File: config.mk
export PLATFORM = sky130hd
export DESIGN_NAME = bin_to_bcd_seq
export DESIGN_NICKNAME = d
export VERILOG_FILES = /design/src/rtl/bin_to_bcd_seq.sv
export SDC_FILE = /design/constraint.sdc
export NUM_CORES = 1
export LEC_CHECK = 0
export CAP_MARGIN = 10
export CORE_MARGIN = 2
export CORE_UTILIZATION = 25
export DETAILED_ROUTE_END_ITERATION = 12
export GPL_TIMING_DRIVEN = 0
export SLEW_MARGIN = 20
export SYNTH_ARGS = -nofsm -noshare
export SYNTH_HDL_FRONTEND = slang
export SYNTH_SLANG_ARGS = --single-unit
export TNS_END_PERCENT = 30
File: constraint.sdc
create_clock -name clk -period 2.7 [get_ports clk]
set_input_delay 0.54 -clock clk [delete_from_list [all_inputs] [get_ports clk]]
set_output_delay 0.54 -clock clk [all_outputs]
set_load 0.01 [all_outputs]
File: src/rtl/bin_to_bcd_seq.sv
`default_nettype none
// ============================================================================
//  Module      : bin_to_bcd_seq
//  Description : Sequential double-dabble binary-to-BCD converter with a
//                start/busy/done handshake. The bcd output register holds its
//                value between conversions so downstream glyph renderers see
//                stable digits. Optional macro BCD_LEADING_BLANK_EN replaces
//                leading zero digits (never the ones digit) with code 4'hF.
//  Revision    : 1.0 - initial release
// ============================================================================
module bin_to_bcd_seq #(
  parameter int WIDTH  = 16,
  parameter int DIGITS = 5
) (
  input  logic                  clk,
  input  logic                  rst,
  input  logic                  start,
  input  logic [WIDTH-1:0]      bin,
  output logic                  busy,
  output logic                  done,
  output logic [4*DIGITS-1:0]   bcd
);

  // Iteration counter only needs to reach WIDTH-1 before moving to LOAD.
  localparam int CNT_W = (WIDTH > 1) ? $clog2(WIDTH) : 1;
  localparam logic [CNT_W-1:0] LAST_ITER = CNT_W'(WIDTH - 1);

  // True when DIGITS decimal digits can represent every WIDTH-bit value.
  function automatic bit digits_sufficient(input int w, input int d);
    logic [255:0] pow10;
    logic [255:0] max_val;
    pow10   = 256'd1;
    for (int i = 0; i < d; i++) begin
      pow10 = pow10 * 256'd10;
    end
    max_val = (256'd1 << w) - 256'd1;
    return (pow10 > max_val);
  endfunction

  // Elaboration-time parameter sanity checks.
  if (WIDTH < 4) begin : g_bad_width
    $error("bin_to_bcd_seq: WIDTH must be at least 4");
  end
  if (!digits_sufficient(WIDTH, DIGITS)) begin : g_bad_digits
    $error("bin_to_bcd_seq: DIGITS too small for WIDTH");
  end

  typedef enum logic [1:0] {
    S_IDLE  = 2'd0,
    S_SHIFT = 2'd1,
    S_LOAD  = 2'd2
  } state_t;

  state_t                r_state;
  logic [WIDTH-1:0]      r_shift;
  logic [4*DIGITS-1:0]   r_scratch;
  logic [CNT_W-1:0]      r_cnt;

  // Scratch after the per-nibble "add 3 if >= 5" correction.
  logic [4*DIGITS-1:0]   w_adj;
  // Value written into bcd on the LOAD edge.
  logic [4*DIGITS-1:0]   w_load_val;

  // Per-digit double-dabble correction; the 4-bit add wraps within the nibble.
  for (genvar gi = 0; gi < DIGITS; gi++) begin : g_adj
    assign w_adj[4*gi +: 4] = (r_scratch[4*gi +: 4] >= 4'd5)
                              ? (r_scratch[4*gi +: 4] + 4'd3)
                              : r_scratch[4*gi +: 4];
  end

`ifdef BCD_LEADING_BLANK_EN
  // A digit is blanked when it and every digit above it are zero; the ones
  // digit is always shown so a zero input still displays "0".
  assign w_load_val[3:0] = r_scratch[3:0];
  for (genvar gi = 1; gi < DIGITS; gi++) begin : g_blank
    assign w_load_val[4*gi +: 4] = (r_scratch[4*DIGITS-1:4*gi] == '0)
                                   ? 4'hF
                                   : r_scratch[4*gi +: 4];
  end
`else
  // Leading zeros pass through unchanged.
  assign w_load_val = r_scratch;
`endif

  // Control FSM with registered handshake outputs and datapath registers.
  always_ff @(posedge clk or posedge rst) begin
    if (rst) begin
      r_state   <= S_IDLE;
      r_shift   <= '0;
      r_scratch <= '0;
      r_cnt     <= '0;
      busy      <= 1'b0;
      done      <= 1'b0;
      bcd       <= '0;
    end else begin
      done <= 1'b0;
      case (r_state)
        S_IDLE: begin
          if (start) begin
            r_shift   <= bin;
            r_scratch <= '0;
            r_cnt     <= '0;
            busy      <= 1'b1;
            r_state   <= S_SHIFT;
          end
        end
        S_SHIFT: begin
          // {scratch, shift} shifts left by one after the correction step.
          r_scratch <= (w_adj << 1) | {{(4*DIGITS-1){1'b0}}, r_shift[WIDTH-1]};
          r_shift   <= r_shift << 1;
          r_cnt     <= r_cnt + 1'b1;
          if (r_cnt == LAST_ITER) begin
            r_state <= S_LOAD;
          end
        end
        S_LOAD: begin
          bcd     <= w_load_val;
          done    <= 1'b1;
          busy    <= 1'b0;
          r_state <= S_IDLE;
        end
        default: begin
          r_state <= S_IDLE;
          busy    <= 1'b0;
        end
      endcase
    end
  end

endmodule
`default_nettype wire

==> metrics <==
outcome completed; portion of the clock cycle consumed by the worst path in the final layout 65.3%; top-area cell type share of the netlist area 53.4%; area enclosed by the die boundary 0.0129 sq mm; clock tree from TritonCTS yes; FILL cells 1154; unrepaired setup endpoints after global routing no; EDFF count, synth 0; peak ir drop on the vdd network 0.354 mV; min-delay worst type reg2reg; insertion delay of the later-clocked pin in the worst-skew pair 0.33 ns; Overall Global Routing Usage 10.7%; antenna diode count 0; setup slack of the critical path after layout 0.936 ns; number of antenna violations at the first check in global routing 0; number of buffers created by CTS 9; vias in the first global route 2206; portion of the post-synthesis area used by sequential elements 53.4%; Root Buffer Master clkbuf_16; dominant cell type by area after synthesis dfrtp_1; share of layout cells above drive strength 1 13.5%; Die W 113 um; total power density per cell area 1160 mW/mm^2; Area Overhead vs Synth 30.8%; Storage cell area 0.00160 sq mm; post-route core utilization 33.9%; Avg Cell Area, Syn 10.5 sq um; worst path required time 2.16 ns; count of buffering cells on the critical path with inverters included 1; crit-path leading delay family buffers and inverters; post-route worst hold slack 0.477 ns; Tightest Pin Transition 0.416 ns; critical path peak fanout 2; Synth Flop Type dfrtp_1; area of the mapped netlist 0.00300 sq mm; most instantiated library cell after synthesis dfrtp_1; stage delay of the slowest cell on the critical path 0.54 ns; post-cts gate resize count 0; max frequency 567 MHz; overall routed net length 6360 um; starting density of the core 25.9%; setup bufs post-CTS 0; Gate Count Post-Synth 286; syn_nets 316; core area 0.0116 sq mm; number of rows in the core area 39; count of warnings emitted by yosys 0; Remaining DRCs 0; synth cell count leaders 64 x dfrtp_1, 41 x nand2_1, 40 x o21ai_0; Final min period 1.76 ns; leftover overflow at the end of global routing 0; kind of critical path reg2out; final HPWL from detailed placement 4450 um; wire length of the first global-routing pass 10900 um; multi-input gate area in the final layout 0.00124 sq mm; global placer's final weighted congestion 0.765; via count of the routed design 2208; Setup WS pre-CTS 0.804 ns; number of nets with antenna violations after routing 0; top post-synthesis cells by area dfrtp_1 53%, o21ai_0 6.7%, nand2_1 5.1%; maximum clock insertion buffer count 2; number of iterations in the first detailed-routing pass 4; routed wirelength normalized by instance count 13.1 um; violation count after the first detailed-route iteration 79; maximum number of pins on one net before global-route repair 38; cts hold-fix bufs 0; count of clock tree sinks 64; P_leak 1.82 nW; Startpoint Class flop; Arrival @ worst endpoint 1.22 ns; # nets final 368; final count of negative-setup-slack endpoints 0; clock slew seen by the registers of the worst setup and hold paths 0.05 ns; crit-path cells clkdlybuf4s50_1; Critical-path top delay cell clkdlybuf4s50_1; Max transition margin 72.3%; number of buffers inserted by port buffering 40; Final Hold Viols 0; top-level I/O count 41; flops & latches, synth 64; average via count per standard cell 4.55; vertical die dimension 113 um; Worst Setup End Kind output port; Setup TNS 0 ns; H-tree lvl count 3; Slew Viols, Final 0; ys async rst share 100%; Yosys cell types 33; Max Clock Skew 0.00767 ns; number of max-capacitance violations reported 0
[registers in the layout (all words and copies together), names as in the netlist]
signal,count
r_cnt,4
busy,1
r_scratch,20
bcd,20
done,1
r_state,2
r_shift,16
[layout make-up]
type,count,share of cell area (%)
flip-flops and latches,64,40.9
clock inverters,3,1.66
multi-input cells,193,31.7
clock buffers,12,6.54
inverters,13,1.31
repair buffers,41,10.7
well taps,143,4.56
plain buffers,16,2.62
[per-stage QoR]
stage / instance area [sq um] / instances / power (mW)
finish: 3920 / 485 / 4.53
global route: 3920 / 485 / 4.88
CTS: 3920 / 485 / 4.59
detailed placement: 3600 / 470 / 3.32
global placement: 3580 / 469 / 3.25
floorplan: 3000 / 286 / 2.77
[path summary, 6_finish.rpt]
kind                                    from            to  slack (ns)  depth (start not counted)
worst max-delay path                  bcd[4]        bcd[4]        0.94                          1
worst min-delay path             r_shift[15]   r_shift[15]        0.48                          2
worst max register to register  r_scratch[4]  r_scratch[6]        1.16                          6
worst min register to register   r_shift[15]   r_shift[15]        0.48                          2
max in group asynchronous                rst        bcd[2]        1.63                          3
min in group asynchronous                rst  r_scratch[4]        0.55                          2
[logic make-up (layout without fill, tap and decap cells)]
logic type	count (synthesis)	after routing	synth area share (%)
xor gates and xnor gates	7	7	2.05
DFF	64	64	53.4
AOI/OAI and AO/OA	80	80	15.6
muxes	15	15	5.43
buffers and inverters	29	85	5.05
adders and majority gates	11	11	4.59
and+or+nand+nor	80	80	13.8
[placed cells by master (no fill, tap or decap), types with 8 or more instances in the layout]
master and count:
buf_4 8, ha_1 11, o21ai_0 40, clkdlybuf4s50_1 40, a21oi_1 16, a22o_1 8
inv_1 11, mux2_2 10, clkbuf_16 9, dfrtp_1 64, nand2_1 41, and3b_1 11
[where the power goes]
group	switching (mW)	internal, mW
registers	0.285	1.33
clock network	0.389	0.851
logic	0.839	0.837
[layer usage]
| layer | track usage [%] | vias to the layer above | share of wire, % |
|---|---|---|---|
| li1 | - | 1094 | - |
| met1 | 13.8 | 1056 | 48 |
| met2 | 16.7 | 56 | 47 |
| met3 | 3.56 | 2 | 5.0 |
| met4 | 4.07 | 0 | 0.30 |
| met5 | 0 | - | 0 |
Note: power is estimated with default switching activity, not from simulation.
